==> src/rtl/ram_port_arbiter.sv <==
// Shares one 32-bit RAM port between a read-only wrapping burst refill (m0)
// and a single-word read/write data port (m1). One access is issued per cycle.
module ram_port_arbiter #(
    parameter int ADDR_WIDTH = 20,
    parameter int BURST_LEN  = 4
) (
    input  logic                  clk,
    input  logic                  rst_i,

    input  logic                  m0_req_i,
    input  logic [ADDR_WIDTH-1:0] m0_addr_i,
    output logic                  m0_gnt_o,
    output logic                  m0_rvalid_o,
    output logic [31:0]           m0_rdata_o,
    output logic                  m0_last_o,

    input  logic                  m1_req_i,
    input  logic [ADDR_WIDTH-1:0] m1_addr_i,
    input  logic                  m1_we_i,
    input  logic [3:0]            m1_be_i,
    input  logic [31:0]           m1_wdata_i,
    output logic                  m1_gnt_o,
    output logic                  m1_rvalid_o,
    output logic [31:0]           m1_rdata_o,

    output logic                  ram_en_o,
    output logic [ADDR_WIDTH-1:0] ram_addr_o,
    output logic                  ram_we_o,
    output logic [3:0]            ram_be_o,
    output logic [31:0]           ram_wdata_o,
    input  logic [31:0]           ram_rdata_i
);

    localparam int OFF_W  = $clog2(BURST_LEN);
    localparam int LINE_W = OFF_W + 2;
    localparam logic [OFF_W-1:0] CNT_ONE  = OFF_W'(1);
    localparam logic [OFF_W-1:0] CNT_LAST = OFF_W'(BURST_LEN - 1);

    typedef enum logic {
        IDLE  = 1'b0,
        BURST = 1'b1
    } state_t;

    typedef enum logic [1:0] {
        OWN_NONE = 2'd0,
        OWN_M0   = 2'd1,
        OWN_M1   = 2'd2
    } owner_t;

    state_t                       state_reg, state_next;
    logic [OFF_W-1:0]             cnt_reg, cnt_next;
    logic [ADDR_WIDTH-LINE_W-1:0] line_reg, line_next;
    logic [OFF_W-1:0]             off_reg, off_next;
    logic                         prio_reg, prio_next;
    owner_t                       owner_reg, owner_next;
    logic                         last_reg, last_next;

    logic                         gnt0;
    logic                         gnt1;
    logic                         burst_beat;
    logic                         final_beat;
    logic [OFF_W-1:0]             beat_word;

    // Low address bits are byte offsets the word-wide RAM never sees.
    logic unused_addr_bits;
    assign unused_addr_bits = ^{m0_addr_i[1:0], m1_addr_i[1:0]};

    // Arbitration is combinational so a grant and its RAM access share a cycle.
    always_comb begin
        gnt0       = !rst_i && (state_reg == IDLE) && m0_req_i && (!m1_req_i || !prio_reg);
        gnt1       = !rst_i && (state_reg == IDLE) && m1_req_i && !gnt0;
        burst_beat = !rst_i && (state_reg == BURST);
        final_beat = burst_beat && (cnt_reg == CNT_LAST);
        beat_word  = off_reg + cnt_reg;
    end

    // State register
    always_ff @(posedge clk or posedge rst_i) begin
        if (rst_i) begin
            state_reg <= IDLE;
        end else begin
            state_reg <= state_next;
        end
    end

    // Next-state logic
    always_comb begin
        state_next = state_reg;
        case (state_reg)
            IDLE:    if (gnt0)       state_next = BURST;
            BURST:   if (final_beat) state_next = IDLE;
            default:                 state_next = IDLE;
        endcase
    end

    // Burst sequencing, fairness and response tracking
    always_comb begin
        cnt_next   = cnt_reg;
        line_next  = line_reg;
        off_next   = off_reg;
        prio_next  = prio_reg;
        owner_next = OWN_NONE;
        last_next  = final_beat;
        if (gnt0) begin
            cnt_next   = CNT_ONE;
            line_next  = m0_addr_i[ADDR_WIDTH-1:LINE_W];
            off_next   = m0_addr_i[LINE_W-1:2];
            owner_next = OWN_M0;
        end else if (burst_beat) begin
            cnt_next   = cnt_reg + CNT_ONE;
            owner_next = OWN_M0;
            if (final_beat) begin
                prio_next = 1'b1;
            end
        end else if (gnt1) begin
            prio_next  = 1'b0;
            owner_next = OWN_M1;
        end
    end

    always_ff @(posedge clk or posedge rst_i) begin
        if (rst_i) begin
            cnt_reg   <= '0;
            line_reg  <= '0;
            off_reg   <= '0;
            prio_reg  <= 1'b0;
            owner_reg <= OWN_NONE;
            last_reg  <= 1'b0;
        end else begin
            cnt_reg   <= cnt_next;
            line_reg  <= line_next;
            off_reg   <= off_next;
            prio_reg  <= prio_next;
            owner_reg <= owner_next;
            last_reg  <= last_next;
        end
    end

    // Output logic
    always_comb begin
        m0_gnt_o   = gnt0;
        m1_gnt_o   = gnt1;
        ram_en_o   = gnt0 || gnt1 || burst_beat;
        ram_we_o   = gnt1 && m1_we_i;
        ram_addr_o = '0;
        if (gnt0) begin
            ram_addr_o = {m0_addr_i[ADDR_WIDTH-1:2], 2'b00};
        end else if (burst_beat) begin
            ram_addr_o = {line_reg, beat_word, 2'b00};
        end else if (gnt1) begin
            ram_addr_o = {m1_addr_i[ADDR_WIDTH-1:2], 2'b00};
        end

        m0_rvalid_o = (owner_reg == OWN_M0);
        m0_last_o   = (owner_reg == OWN_M0) && last_reg;
        m0_rdata_o  = (owner_reg == OWN_M0) ? ram_rdata_i : 32'h0;
        m1_rvalid_o = (owner_reg == OWN_M1);
        m1_rdata_o  = (owner_reg == OWN_M1) ? ram_rdata_i : 32'h0;
    end

    // Write lanes carry m1 data only while m1 owns the port; zero otherwise.
    generate
        for (genvar gi = 0; gi < 4; gi++) begin : g_lane
            assign ram_be_o[gi]            = gnt1 && m1_be_i[gi];
            assign ram_wdata_o[8*gi +: 8]  = gnt1 ? m1_wdata_i[8*gi +: 8] : 8'h00;
        end
    endgenerate

endmodule
==> config.mk <==
export PLATFORM = sky130hd
export DESIGN_NAME = ram_port_arbiter
export DESIGN_NICKNAME = d
export VERILOG_FILES = /design/src/rtl/ram_port_arbiter.sv
export SDC_FILE = /design/constraint.sdc
export NUM_CORES = 1
export LEC_CHECK = 0
export BUFFER_PORTS_ARGS = -buffer_cell sky130_fd_sc_hd__buf_4
export CORE_AREA = 2 2 93 95
export DETAILED_ROUTE_END_ITERATION = 10
export DIE_AREA = 0 0 95 97
export MAX_ROUTING_LAYER = met4
export PLACE_DENSITY = 0.76
export SLEW_MARGIN = 20
export SYNTH_ARGS = -nofsm -noshare
export SYNTH_HDL_FRONTEND = slang
export SYNTH_SLANG_ARGS = --single-unit
==> constraint.sdc <==
create_clock -name clk -period 1.6 [get_ports clk]
set_clock_uncertainty 0.15 [all_clocks]
set_input_delay 0.32 -clock clk [delete_from_list [all_inputs] [get_ports clk]]
set_output_delay 0.32 -clock clk [all_outputs]
set_load 0.03 [all_outputs]
# Yosys cells after proc, flatten, opt, wreduce, memory -nomap -nowiden
# Cells that the tools add are included.
totals:
  regBits: 25
  output_inout_bits: 127
  inputBits: 113
classes:
  n_reduce_logical: 23
  bitwise_logic: 2
  eq_ne: 4
  n_mux: 20
  add_sub_neg: 2
op_table:
  columns: ["operator", "count"]
  rows:
  - ["32-bit two-way mux", 2]
  - ["20-bit two-way mux", 3]
  - ["8-bit two-way mux", 4]
  - ["1-bit logical AND", 13]
  - ["2-bit two-way mux", 5]
  - ["1-bit two-way mux", 5]
  - ["2-bit == test, second input constant", 2]
  - ["1-bit zero test", 4]
  - ["2-bit nonzero test", 2]
  - ["1-bit logical OR", 3]
  - ["3-bit AND reduction", 1]
  - ["2-bit by 1-bit adder with 2-bit output, second input constant", 1]
  - ["2-bit adder", 1]
  - ["2-bit by 1-bit == test with 1-bit output, second input constant", 1]
  - ["2-bit inequality test, second input constant", 1]
  - ["1-bit NOT", 2]
  - ["1-bit case mux with 2 select lines", 1]

# Longest topological paths before layout
# Gate-level depths: netlist of the first run.
logic_depth:
  ltp_word: 9
  ltp_mapped: 5

# Worst setup path before layout of the first run
# No wires, ideal clock.
synth_path:
  path_kind: "register to output"
  startpoint: "register state_reg"
  endpoint: "output ram_addr_o[11]"
  t_arrival_ns: 1.408
  n_path_buf: 1
  path_stages_with_launch: 6
  slack_ns: -0.278
  path_cell_list: "dfrtp_1 -> nor2_1 -> nand3_2 -> inv_4 -> buf_4 -> a221o_1"
synth_via:
  elab_chain_len: 9
  word_cells_on_any_way: 11
  cone_classes: "mux: 3; bitwise: 1; reduce/logical: 7"
synth_rtl:
  columns: ["element", "line_no", "rtl"]
  rows:
  - ["from (decl)", "50", "state_t state_reg, state_next;"]
  - ["from (signal assigned)", "82", "state_reg <= state_next;"]
  - ["1-bit NOT (*)", null, null]
  - ["1-bit logical AND (*) (3 in series)", "70", "gnt0 = !rst_i && (state_reg == IDLE) && m0_req_i && (!m1_req_i || !prio_reg);"]
  - ["named net m0_gnt_o", "12", "output logic m0_gnt_o,"]
  - ["1-bit zero test", "71", "gnt1 = !rst_i && (state_reg == IDLE) && m1_req_i && !gnt0;"]
  - ["1-bit logical AND", "71", null]
  - ["20-bit two-way mux", "150", "end else if (gnt1) begin"]
  - ["20-bit two-way mux", "148", "end else if (burst_beat) begin"]
  - ["20-bit two-way mux (*)", "146", "if (gnt0) begin"]
  - ["to (decl)", "27", "output logic [ADDR_WIDTH-1:0] ram_addr_o,"]
# The timed path passes the listed nets; every way through them passes the cells marked *.

# Worst setup path after layout of the first run
layout_path:
  startpoint: "register prio_reg"
  endpoint: "output ram_addr_o[3]"
layout_via:
  elab_chain_len: 8
layout_rtl:
  columns: ["element", "line_no", "rtl"]
  rows:
  - ["from (decl)", "54", "logic prio_reg, prio_next;"]
  - ["from (signal assigned)", "133", "prio_reg <= prio_next;"]
  - ["1-bit zero test (*)", "70", null]
  - ["1-bit logical OR (*)", "70", null]
  - ["1-bit logical AND (*)", "70", null]
  - ["1-bit zero test", "71", null]
  - ["1-bit logical AND", "71", null]
  - ["20-bit two-way mux", "150", null]
  - ["20-bit two-way mux", "148", null]
  - ["20-bit two-way mux (*)", "146", null]
# Mark *: on every way between the ends. The rest lies on a longest branch, timed or not.

==> results of run 1 <==
worst max-delay path: cells and delay by family (launching register included):
kind	cells	cell delay [ps]
AND/OR/NAND/NOR	2	310
AO/OA/AOI/OAI	1	370
flip-flops	1	380
buffers and inverters	2	310
final cells by class:
class	instances	area (µm²)	area share, %
inverters	3	18.8	0.368
flip-flops and latches	25	627	12.3
clock buffers	4	45.0	0.884
well taps	105	131	2.58
repair buffers	270	2650	51.9
multi-input cells	183	1630	31.9
repair_timing:
action	CTS	global route
pin swaps	39	27
setup buffers	6	9
endpoints found under the setup margin	141	141
gates cloned	8	2
gates resized for setup	165	29
power groups by stage:
stage                     Combinational [µW]  Clock, µW  Sequential [µW]
final                                   4610        374             1080
after global routing                    4840        415             1120
after CTS                               4520        389             1080
after detailed placement                3530          0             1080
after global placement                  3470          0             1060
after floorplan                         2270          0             1050
per-layer routing:
| layer | routed length, µm | track usage [%] | vias up |
|---|---|---|---|
| met2 | 5470 | 38.3 | 122 |
| met4 | 183 | 5.02 | 0 |
| met5 | 0 | - | - |
| met3 | 580 | 2.80 | 20 |
| met1 | 3310 | 18.7 | 1287 |
| li1 | - | - | 1264 |
cells by family after synthesis:
logic type      share of synthesized area (%)
mux                                      9.84
compound gates                           9.48
flops                                    30.4
fa+ha+maj                                1.21
other cells                             0.182
simple gates                             41.2
buf+inv                                  6.20
xor+xnor                                 1.52
layout by cell type (no fill, tap or decap), drive strengths merged, types with 3 or more instances in the layout:
cell type and n:
and2 120, buf 268, nand2 5, dfrtp 25, mux2 18, a221o 18, clkbuf 6, inv 3
nor2b 3, nor2 4
how the worst min path moves through the flow:
stage / startpoint / cells past startpoint / endpoint
2_1_floorplan: rst_i / 1 / cnt_reg[0]
3_3_place_gp: rst_i / 3 / owner_reg[1]
3_5_place_dp: rst_i / 3 / owner_reg[0]
4_1_cts: rst_i / 3 / line_reg[15]
5_1_grt: rst_i / 3 / owner_reg[1]
6_report: rst_i / 3 / owner_reg[1]
through the flow:
stage / cells / worst slack [ps] / power (µW) / area [µm²] / util, %
after floorplan: 230 / -202 / 3320 / 2260 / -
after global placement: 565 / -264 / 4530 / 4170 / 51.3
after detailed placement: 565 / -307 / 4610 / 4170 / 51.3
after CTS: 583 / -510 / 5990 / 4970 / 61.1
after global routing: 590 / -552 / 6380 / 5100 / 62.7
final: 590 / -509 / 6060 / 5100 / 62.7
==> impl_metrics.tcl, run 1 <==
set metrics [dict create \
    power.switching_uw 2470 \
    finalWorstSetupSlack_ps -509 \
    intPower_uw 3590 \
    drive_gt1_share_pct 84.7 \
    rr_endpoint "line_reg[4]" \
    syn-instance-count 229 \
    fin_crit_ps 2110 \
    dr.pass1.iters 4 \
    portBuffers 233 \
    ys_top_cells_by_count "and2_1 (120), dfrtp_1 (25), a221o_1 (18)" \
    crit_arrival_ps 1640 \
    synth_area_leaders "and2_1 (36%), dfrtp_1 (30%), a221o_1 (8.7%)" \
    setup_viol 140 \
    crit_fanout 6 \
    yosysUniqueCellTypes 25 \
    clk_transition_reported_paths_ps 90 \
    grt_usage_pct 19.2 \
    cp-endpoint "ram_addr_o[3]" \
    crit_chain "nand2b_4 > and3_4 > clkbuf_16 > a221o_2 > buf_6" \
    grt_pass1_wl_mm 13.9 \
    detail-route-antenna-nets 0 \
    wl_per_cell_um 16.2 \
    rows 33 \
    routed_via_density 4.56 \
    core_um2 8130 \
    seqPwrFrac_pct 17.9 \
    gp_congestion 0.772 \
    synth_top_area_share_pct 36.5 \
    yosys_warnings 0 \
    endpoint_kind "output port" \
    ys_ff_latch 25 \
    area_delta_synth_final_pct 147 \
    grt_pass1_vias 2831 \
    startpoint_type "flip-flop" \
    gr-total-overflow 0 \
    die_w_um 95 \
    cts_tree "done" \
    drt-initial-drc-count 41 \
    r2r_setup_slack_ps -80 \
    rsz0062_at_grt "yes" \
    cts_hold_buf 0 \
    status "complete, but fails checks" \
    clock_sinks 25 \
    peakVddDrop_v 0.000746 \
    drv_cap 0 \
    report.final.slew_viol_count 0 \
    num-fill-cells 638 \
    async_reset_ff_share_pct 100 \
    largest_register_ffs 16 \
    worstPathRequired_ps 1130 \
    vias 2693 \
    root_buffer "clkbuf_8" \
    violations "setup timing" \
    clk_latency_ps 260 \
    synth_edf_count 0 \
    yosysMostFrequentCell "and2_1" \
    power_frac_comb_pct 76.0 \
    p_sw_share_pct 40.8 \
    reg2regPathDepth 6 \
    clkPwrFrac_pct 6.2 \
    reg2reg_from "state_reg" \
    dp_hpwl_mm 6.35 \
    syn_avg_cell_area_um2 8.99 \
    final_nets 601 \
    die_y_um 97 \
    clock_path_buffers 2 \
    die-area_um2 9220 \
    max_freq_ghz 0.474 \
    ios 240 \
    worst_path_max_delay_cell "dfrtp_1" \
    drc 0 \
    syn_area_um2 2060 \
    cp-startpoint "prio_reg" \
    min_period_over_period_pct 132 \
    cts_made_buffers 3 \
    cts-htree-levels 1 \
    antennaDiodeCount 0 \
    grt_max_degree 30 \
    synth_ff_type "dfrtp_1" \
    yosysTopAreaCell "and2_1" \
    hold_slack_ps 13.6 \
    routed_wl_mm 9.55 \
    hold_class "input port to async pin" \
    pwr_density_cell_nw_per_um2 1190 \
    leakagePower_uw 0.00262 \
    setup_tns_ps -44800 \
    crit_type "flip-flop to output port" \
    antenna_found_initial 0 \
    timing_hold_violations_final 0 \
    synth_seq_area_share_pct 30.4 \
    start_util_pct 25.3 \
    max_stage_delay_ps 380 \
]
Note: power is estimated with default switching activity, not from simulation.
==> inputs of run 2 (changes only) <==
ABC_AREA = 1   (was default)
==> run 2 against run 1 <==
The flow still finishes with violations (setup timing); non-clock buffer count increased by 33; die area unchanged; critical path depth increased by 3; wire length increased by 31%; largest power group unchanged; via count increased by 30%; final cell count increased by 29%; combinational power increased by 5.9%; global-route usage increased by 6.1 points; fmax increased by 1.9%; critical path type unchanged.
==> impl_metrics.tcl, run 2 <==
set metrics [dict create \
    clkPwrFrac_pct 6.1 \
    status "complete, but fails checks" \
    intPower_uw 3250 \
    grt_pass1_wl_mm 18.0 \
    wl_per_cell_um 16.5 \
    die_y_um 97 \
    max_stage_delay_ps 400 \
    grt_max_degree 22 \
    max_freq_ghz 0.483 \
    rows 33 \
    reg2regPathDepth 9 \
    antennaDiodeCount 0 \
    worst_path_max_delay_cell "dfrtp_1" \
    ys_top_cells_by_count "nor2_1 (105), inv_1 (82), nand2_1 (78)" \
    rr_endpoint "line_reg[7]" \
    synth_area_leaders "dfrtp_1 (30%), nor2_1 (19%), inv_1 (15%)" \
    portBuffers 233 \
    clock_sinks 25 \
    rsz0062_at_grt "yes" \
    final_cell_mix "buf_4 (139), buf_6 (136), nor2_4 (103), inv_1 (78), nand2_1 (58)" \
    hold_class "input port to flip-flop" \
    multi_input_area_um2 1950 \
    syn_area_um2 2080 \
    num-fill-cells 500 \
    p_sw_share_pct 48.9 \
    dp_hpwl_mm 7.41 \
    report.final.slew_viol_count 0 \
    reg2reg_from "state_reg" \
    detail-route-antenna-nets 0 \
    grt_pass1_vias 3608 \
    min_path_cells 4 \
    area_delta_synth_final_pct 198 \
    start_util_pct 25.6 \
    grt_usage_pct 25.3 \
    yosysTopAreaCell "dfrtp_1" \
    crit_chain "nor2_2 > buf_4 > nand3_4 > inv_6 > clkbuf_16 > nand2_2 > nand3_2 > buf_6" \
    p_total_uw 6370 \
    power.switching_uw 3120 \
    clk_transition_reported_paths_ps 90 \
    setup_tns_ps -45410 \
    gr-total-overflow 0 \
    cts-htree-levels 1 \
    dr.pass1.iters 6 \
    drt-initial-drc-count 125 \
    syn_avg_cell_area_um2 5.70 \
    routed_via_density 4.63 \
    routed_wl_mm 12.5 \
    finalWorstSetupSlack_ps -470 \
    worstHoldEndpoint "line_reg[2]" \
    gp_congestion 0.768 \
    hold_start "m0_addr_i[6]" \
    final_nets 770 \
    startpoint_type "flip-flop" \
    seqPwrFrac_pct 17.2 \
    layout.area.seq_um2 627 \
    yosysMostFrequentCell "nor2_1" \
    async_reset_ff_share_pct 100 \
    crit_type "flip-flop to output port" \
    setup_viol 125 \
    synth_ff_type "dfrtp_1" \
    min_period_over_period_pct 129 \
    drc 0 \
    leakagePower_uw 0.00326 \
    power_frac_comb_pct 76.6 \
    fin_crit_ps 2070 \
    drv_cap 0 \
    pwr_density_cell_nw_per_um2 1030 \
    crit_arrival_ps 1600 \
    ios 240 \
    worstPathRequired_ps 1130 \
    vias 3513 \
    clock_path_buffers 2 \
    die_w_um 95 \
    ys_ff_latch 25 \
    violations "setup timing" \
    r2r_setup_slack_ps 50 \
    drive_gt1_share_pct 70.5 \
    yosys_warnings 0 \
    yosysUniqueCellTypes 20 \
    root_buffer "clkbuf_8" \
    core_um2 8130 \
    cts_made_buffers 3 \
    die-area_um2 9220 \
    layout_commonest_cell "buf_4" \
    endpoint_kind "output port" \
    synth_edf_count 0 \
    timing_hold_violations_final 0 \
    clk_latency_ps 280 \
    peakVddDrop_v 0.000643 \
    antenna_found_initial 0 \
    syn-instance-count 366 \
    crit_fanout 7 \
    cp-startpoint "state_reg" \
    synth_seq_area_share_pct 30.0 \
    synth_top_area_share_pct 30.0 \
    cts_tree "done" \
    largest_register_ffs 16 \
]
[run 2: cells by family after synthesis]
group | after synthesis | synth area share [%]
other | 1 | 0.180
and+or+nand+nor | 230 | 45.0
adders and majority gates | 2 | 1.20
AOI/OAI and AO/OA | 4 | 1.08
DFF | 25 | 30.0
buffers and inverters | 104 | 22.5
[run 2: worst max path at each step]
stage | end | cells after the start | slack (ps)
2_1_floorplan | m0_rdata_o[22] | 4 | -30
5_1_grt | ram_wdata_o[23] | 8 | -550
4_1_cts | ram_wdata_o[23] | 8 | -420
3_3_place_gp | ram_wdata_o[24] | 9 | -160
3_5_place_dp | ram_wdata_o[31] | 9 | -200
6_report | ram_addr_o[9] | 8 | -470
[run 2: power by group through the flow]
stage / registers (µW) / logic, µW / clock network (µW)
6_report: 1100 / 4880 / 390
5_1_grt: 1120 / 5130 / 431
4_1_cts: 1080 / 4650 / 397
3_5_place_dp: 1080 / 3440 / 0
3_3_place_gp: 1070 / 3370 / 0
2_1_floorplan: 1040 / 2150 / 0
[run 2: per-layer routing]
| layer | share of wire, % | vias up | track usage, % |
|---|---|---|---|
| met2 | 55 | 200 | 45.6 |
| met1 | 34 | 1647 | 27.1 |
| met5 | 0 | - | - |
| met3 | 6.6 | 39 | 4.60 |
| met4 | 4.3 | 0 | 9.59 |
| li1 | - | 1627 | - |
[run 2: stage by stage]
stage	cells	utilization, %	hold WS, ps	instance area (µm²)	setup slack, ps
floorplan	367	-	197	2660	-25.6
global placement	727	58.8	255	4790	-162
detailed placement	727	58.8	266	4790	-198
CTS	758	75.0	211	6100	-417
global route	759	76.3	210	6210	-545
finish	759	76.3	215	6210	-470
[run 2: area by class of cell]
cell class / instances / area share [%]
multi-input combinational: 238 / 31.4
clock inverter: 1 / 0.0806
clock buffer: 3 / 0.665
timing repair buffer: 303 / 50.2
tap: 105 / 2.12
sequential: 25 / 10.1
inverter: 84 / 5.44
[run 2: worst max-delay path, delay by kind of cell, from the launching register on]
family        cells  cell delay (ps)
buf+inv           4              520
flops             1              400
simple gates      4              390
[run 2: timing repair]
| item | in CTS | in global routing |
|---|---|---|
| endpoints found under the setup margin | 124 | 127 |
| cloned | 9 | 2 |
| hold endpoints to repair | 5 | 0 |
| hold buffers | 1 | 0 |
| setup buffers | 17 | 11 |
| resized for setup | 221 | 72 |
| pin swaps | 9 | 22 |
